`config.mk`:
```
export PLATFORM = sky130hd
export DESIGN_NAME = trng_word_sched
export DESIGN_NICKNAME = d
export VERILOG_FILES = /design/src/rtl/trng_word_sched.sv
export SDC_FILE = /design/constraint.sdc
export NUM_CORES = 1
export LEC_CHECK = 0
export BUFFER_PORTS_ARGS = -buffer_cell sky130_fd_sc_hd__buf_4
export CAP_MARGIN = 20
export CORE_MARGIN = 2
export CORE_UTILIZATION = 40
export CTS_CLUSTER_SIZE = 24
export DETAILED_ROUTE_END_ITERATION = 10
export GPL_ROUTABILITY_DRIVEN = 0
export PLACE_DENSITY = 0.59
export SYNTH_ARGS = -nofsm -noshare
export SYNTH_HDL_FRONTEND = slang
export SYNTH_SLANG_ARGS = --single-unit
```
`constraint.sdc`:
```
create_clock -name clk -period 4.5 [get_ports clk]
set_input_delay 0.9 -clock clk [delete_from_list [all_inputs] [get_ports clk]]
set_output_delay 0.9 -clock clk [all_outputs]
set_load 0.03 [all_outputs]
```
`src/rtl/trng_word_sched.sv`:
```
// Purpose : round-robin arbiter that gathers WORD_W valid TRNG bits per granted request and returns the word.
// Latency : request-to-ack WORD_W+1 cycles with trng_valid every cycle; acks at least WORD_W+2 cycles apart.
// Backpres: requesters hold req until ack; the TRNG core paces the word via trng_valid, bounded by TIMEOUT.
//
// Ports:
//   clk, reset            sole rising-edge clock, synchronous active-high reset
//   req[NREQ-1:0]         level requests, held until the matching ack bit
//   ack[NREQ-1:0]         one-hot, one-cycle delivery pulse
//   rdata[WORD_W-1:0]     collected word, valid with ack, held until the next delivery
//   err                   qualifies ack: timeout, rdata forced to zero
//   trng_req              high while collecting bits
//   trng_bit, trng_valid  bit stream from the TRNG core
module trng_word_sched #(
    parameter int NREQ    = 2,
    parameter int WORD_W  = 32,
    parameter int TIMEOUT = 1024
) (
    input  logic              clk,
    input  logic              reset,
    input  logic [NREQ-1:0]   req,
    output logic [NREQ-1:0]   ack,
    output logic [WORD_W-1:0] rdata,
    output logic              err,
    output logic              trng_req,
    input  logic              trng_bit,
    input  logic              trng_valid
);

    localparam int GW = $clog2(NREQ);
    localparam int BW = $clog2(WORD_W);
    localparam int TW = $clog2(TIMEOUT);

    typedef enum logic [1:0] {
        IDLE    = 2'd0,
        COLLECT = 2'd1,
        DONE    = 2'd2
    } state_t;

    state_t              state_q;
    state_t              state_d;
    logic [GW-1:0]       grant_q;
    logic [GW-1:0]       last_grant_q;
    logic [WORD_W-1:0]   shreg;
    logic [BW-1:0]       bit_cnt;
    logic [TW-1:0]       tmo_cnt;
    logic [WORD_W-1:0]   rdata_q;
    logic                err_q;

    // Control strobes produced by the next-state logic
    logic                take_grant;
    logic                shift_en;
    logic                tick;
    logic                finish_ok;
    logic                finish_err;

    // Round-robin pick
    logic                pick_vld;
    logic [GW-1:0]       pick_idx;
    logic [GW-1:0]       cand;

    logic [WORD_W-1:0]   word_out;

    // Walk upward from last_grant+1, wrapping at NREQ-1, and take the first
    // pending request. Works for non-power-of-two NREQ.
    always_comb begin
        pick_vld = 1'b0;
        pick_idx = '0;
        cand     = last_grant_q;
        for (int i = 0; i < NREQ; i++) begin
            cand = (cand == GW'(NREQ - 1)) ? '0 : cand + GW'(1);
            if (!pick_vld && req[cand]) begin
                pick_vld = 1'b1;
                pick_idx = cand;
            end
        end
    end

    always_comb begin
        state_d    = state_q;
        take_grant = 1'b0;
        shift_en   = 1'b0;
        tick       = 1'b0;
        finish_ok  = 1'b0;
        finish_err = 1'b0;
        case (state_q)
            IDLE: begin
                if (pick_vld) begin
                    take_grant = 1'b1;
                    state_d    = COLLECT;
                end
            end
            COLLECT: begin
                // A withdrawn request wins over both the final bit and the timeout.
                if (!req[grant_q]) begin
                    state_d = IDLE;
                end else if (trng_valid) begin
                    shift_en = 1'b1;
                    if (bit_cnt == BW'(WORD_W - 1)) begin
                        finish_ok = 1'b1;
                        state_d   = DONE;
                    end
                end else begin
                    tick = 1'b1;
                    // Counter restarts at 0 the cycle after a valid bit, so
                    // firing on TIMEOUT-2 lands DONE exactly TIMEOUT cycles later.
                    if (tmo_cnt == TW'(TIMEOUT - 2)) begin
                        finish_err = 1'b1;
                        state_d    = DONE;
                    end
                end
            end
            DONE: begin
                state_d = IDLE;
            end
            default: begin
                state_d = IDLE;
            end
        endcase
    end

    always_ff @(posedge clk) begin
        if (reset) begin
            state_q      <= IDLE;
            grant_q      <= '0;
            last_grant_q <= GW'(NREQ - 1);
            shreg        <= '0;
            bit_cnt      <= '0;
            tmo_cnt      <= '0;
            rdata_q      <= '0;
            err_q        <= 1'b0;
        end else begin
            state_q <= state_d;

            if (take_grant) begin
                grant_q <= pick_idx;
                shreg   <= '0;
                bit_cnt <= '0;
                tmo_cnt <= '0;
            end

            if (shift_en) begin
                shreg   <= {shreg[WORD_W-2:0], trng_bit};
                bit_cnt <= bit_cnt + BW'(1);
                tmo_cnt <= '0;
            end else if (tick && (tmo_cnt != TW'(TIMEOUT - 1))) begin
                tmo_cnt <= tmo_cnt + TW'(1);
            end

            // err is a pulse aligned with ack: set on DONE entry, dropped on exit.
            if (finish_ok || finish_err) begin
                err_q <= finish_err;
            end else if (state_q == DONE) begin
                err_q <= 1'b0;
            end

            if (state_q == DONE) begin
                rdata_q      <= word_out;
                last_grant_q <= grant_q;
            end
        end
    end

    // In DONE the shift register already holds the full word; the holding
    // register takes it at the end of DONE so rdata stays stable afterwards.
    assign word_out = err_q ? '0 : shreg;
    assign rdata    = (state_q == DONE) ? word_out : rdata_q;
    assign err      = err_q;
    assign trng_req = (state_q == COLLECT);

    always_comb begin
        ack = '0;
        if (state_q == DONE) begin
            ack[grant_q] = 1'b1;
        end
    end

endmodule

```
# == Word-level counts from Yosys, hierarchy flattened ==
# Index checks and enable logic that the tools add are counted.
# W data, S select, Z words.
# classes
addsub,4
magnitude_cmp,4
mux,47
reduce_logical,11
n_eq_ne,8
# ops
op,n
$mux W32,4
$mux W1,31
$mux W10,2
$mux W2,6
$add A10 B1 Y10 const B,1
$eq A10 B10 Y1 const B,1
$mux W5,2
$ne A10 B10 Y1 const B,1
$ne A4 B3 Y1 const B,2
$lt A1 B2 Y1 const B,3
$reduce_bool A2 Y1,3
$add A5 B1 Y5 const B,1
$eq A5 B5 Y1 const B,1
$pmux W2 S2,1
$logic_and A1 B1 Y1,3
$reduce_and A3 Y1,1
$add A1 B1 Y1 const B,2
$eq A2 B1 Y1 const B,1
$eq A2 B2 Y1 const B,1
$logic_not A2 Y1,1
$ne A2 B2 Y1 const B,1
$reduce_or A2 Y1,1
$demux W1 S1,1
$ge A1 B1 Y1 const B,1
2 further kinds,2
# word_totals
elab_cells,82
out_inout_bits,36
regBits,84
inputBits,6

# == Longest topological paths before layout ==
# depth
word_depth,12
mapped_depth,6

# == Worst setup path before layout ==
# Ideal clock, no wire load.
# synth_timing
path_type,reg-to-output
startpoint,"register err_q, in the netlist err"
endpoint,output rdata[22]
setup_slack_ns,2.128
stages_incl_launch_ff,4
t_arrival_ns,1.472
n_path_buf,1
cell_sequence,dfxtp_1 -> clkbuf_1 -> nand2b_1 -> o21ai_0
# synth_between
elab_chain_len,2
# synth_lines
item,line_no,source
start: declaration,47,logic err_q;
start signal: assignment,151,err_q <= finish_err;
$mux W32,165,assign word_out = err_q ? '0 : shreg;
$mux W32,--,
end: declaration,22,"output logic [WORD_W-1:0] rdata,"
# No other way between the ends.

# == Final worst setup path ==
# layout_timing
startpoint,register state_q[1]
endpoint,output rdata[10]
# layout_between
elab_chain_len,2
# layout_lines
item,line_no,source
start: declaration,39,state_t state_q;
start signal: assignment,132,state_q <= state_d;
$eq A2 B2 Y1,166,assign rdata = (state_q == DONE) ? word_out : rdata_q;
$mux W32,--,
# No other way between the ends.

==> results.tsv <==
metric	value	unit
status	finished, final reports clean	
post-route-cell-area	4180	µm²
grt_antenna_before_repair	0	
die_x	99.7	µm
critical_path_required	3.60	ns
path_cells	nand2b_2 > buf_16 > o21ai_0 > buf_4	
clock.fmax	355	MHz
async_flop_share	0	%
area_growth_syn_to_layout	14.1	%
synth-simple-area-share	32.1	%
cts_resized	0	
grtUsageTotal	16.4	%
drive_gt1_share	13.6	%
ctsHoldBuffers	0	
diodes	0	
dieArea	9940	µm²
drv_slew	0	
yosysSeqAreaShare	45.9	%
grt_pass1_wl	13.5	mm
synth_seq_cells	84	
placed_area	4000	µm²
syn_nets	456	
worst_pin_slew	0.919	ns
io_pins	42	
p_per_area	306	nW/µm²
dieHeight	99.7	µm
leakagePower	0.00163	µW
rsz0062_at_grt	false	
routed_wl	7.74	mm
register_area	1680	µm²
clkSinkCount	84	
period_share	62.7	%
h-tree-depth	3	
crit_type	register to output pin	
finalCriticalPeriod	2.82	ns
fp-row-count	34	
gr-total-overflow	0	
cts_buffers	9	
drc_errors	0	
cts_tree	yes	
routedWlPerCell	13.4	µm
clockBufferDepth	2	
hold_viol	0	
yosys_warnings	0	
crit_path_top_delay_cell	dfxtp_1	
irDropWorstVdd	159	µV
num-fill-cells	879	
syn_avg_cell_area	8.22	µm²
setup-violations-final	0	
postSynthCellCount	446	
synth_edf_count	0	
critPathCaptureType	output pin	
drt_iter0_drc	196	
path_max_fanout	39	
synthAdderAreaFrac	1.37	%
dr.pass1.iters	4	
synth-xor-area-share	0	%
core_area	8810	µm²
grt_max_degree	78	
crit_path_max_incr_delay	0.43	ns
grt_pass1_vias	2926	
syn-cell-area	3660	µm²
drv_cap	0	
numPortBuffers	41	
synth_area_leaders	dfxtp_1, and3_1, nand2b_1	
ctsRootBufferMaster	clkbuf_8	
cts_setup_buffers	0	
startpoint_type	register	
hold_class	register to register	
yosysMostFrequentCell	dfxtp_1	
clock_latency	0.35	ns
synthTopCellsByCount	dfxtp_1, nand2_1, nor2_1	
clk_pin_slew	0.08	ns
cp_data_arrival_time	1.92	ns
synth_top_area_cell	dfxtp_1	
synth.top_cell.area_share	45.9	%
initial_core_util	41.6	%
final.setup_skew	0.00999	ns
slew_headroom	38.3	%
routed_via_density	5.37	
setup_tns	0	ns
finalPower	1280	µW
fin_nets	477	
multi_input_area	1830	µm²
final_antenna_net_count	0	
synthFlopType	dfxtp_1	
synth-compound-area-share	15.7	%
hpwl	4.61	mm
muxShareOfSynthArea	0.854	%
synth_top_family_by_area	simple AND/OR/NAND/NOR gates	
num_vias	3098	
synth_cell_types	37	
[layout make-up]
cell class	instances	area share, %
Inverter	5	0.449
Sequential cell	84	40.2
Tap cell	108	3.23
Timing Repair Buffer	45	8.56
Clock buffer	11	3.38
Multi-Input combinational cell	322	43.9
Clock inverter	2	0.329
[critical path: cells and delay by family, from the launching register on]
family	cells	cell delay, ns
buf+inv	2	0.51
flops	1	0.43
simple gates	1	0.35
compound gates	1	0.26
[cells in the final DEF, fill, tap and decap left out, types with 2 or more instances in the layout]
master     synthesis  layout
a211o_1            2       2
a21oi_1           12      12
a311oi_1           2       2
a31oi_1           35      35
and3_1            36      36
buf_4              0      44
clkbuf_8           0      10
dfxtp_1           84      84
ha_1               4       4
inv_1              5       5
mux2i_1            2       2
nand2_1           42      42
nand2b_1          36      35
nand3_1           13      13
nor2_1            39      39
nor2b_1           33      33
nor3_1             2       2
nor4_1             2       2
o2111ai_1          2       2
o21ai_0           34      34
o31ai_1            4       4
o41ai_1            2       2
or2_2              2       2
or3_1              3       3
or4_1              4       4
[power by group]
| part | switching, µW | total, µW | internal [µW] |
|---|---|---|---|
| sequential | 2.03 | 747 | 745 |
| clock | 256 | 463 | 207 |
| combinational | 54.0 | 68.6 | 14.6 |
[path summary, 6_finish.rpt]
| check | from | endpoint | slack (ns) | depth (start not counted) |
|---|---|---|---|---|
| hold / removal | last_grant_q | last_grant_q | 0.48 | 1 |
| hold reg to reg | last_grant_q | last_grant_q | 0.48 | 1 |
| setup reg to reg | grant_q | tmo_cnt[8] | 2.03 | 4 |
| setup / recovery | state_q[1] | rdata[10] | 1.68 | 4 |
[stage by stage]
| stage | cells | hold WS [ns] | utilization (%) | setup slack [ns] |
|---|---|---|---|---|
| after detailed placement | 563 | 0.458 | 45.4 | 1.51 |
| after floorplan | 446 | 0.436 | - | 2.13 |
| after global routing | 577 | 0.508 | 47.5 | 1.49 |
| after global placement | 563 | 0.458 | 45.4 | 1.52 |
| after CTS | 576 | 0.478 | 47.2 | 1.39 |
| final | 577 | 0.475 | 47.5 | 1.68 |
[cells by family after synthesis]
group           count (synthesis)
compound gates                 96
fa+ha+maj                       4
simple gates                  219
buf+inv                        40
flops                          84
mux                             3
[registers in the layout, summed over array words and instances (netlist names)]
register	flops
state_q	2
grant_q	1
rdata_q	32
shreg	32
bit_cnt	5
tmo_cnt	10
err	1
last_grant_q	1
[routing by layer]
metal | global-route usage (%) | wire [µm] | vias up
li1 | - | - | 1599
met1 | 22.2 | 3930 | 1445
met2 | 25.7 | 3490 | 48
met3 | 4.08 | 265 | 6
met4 | 5.48 | 53 | 0
met5 | 0 | 0 | -
No activity file was read; power rests on OpenSTA's default activity.
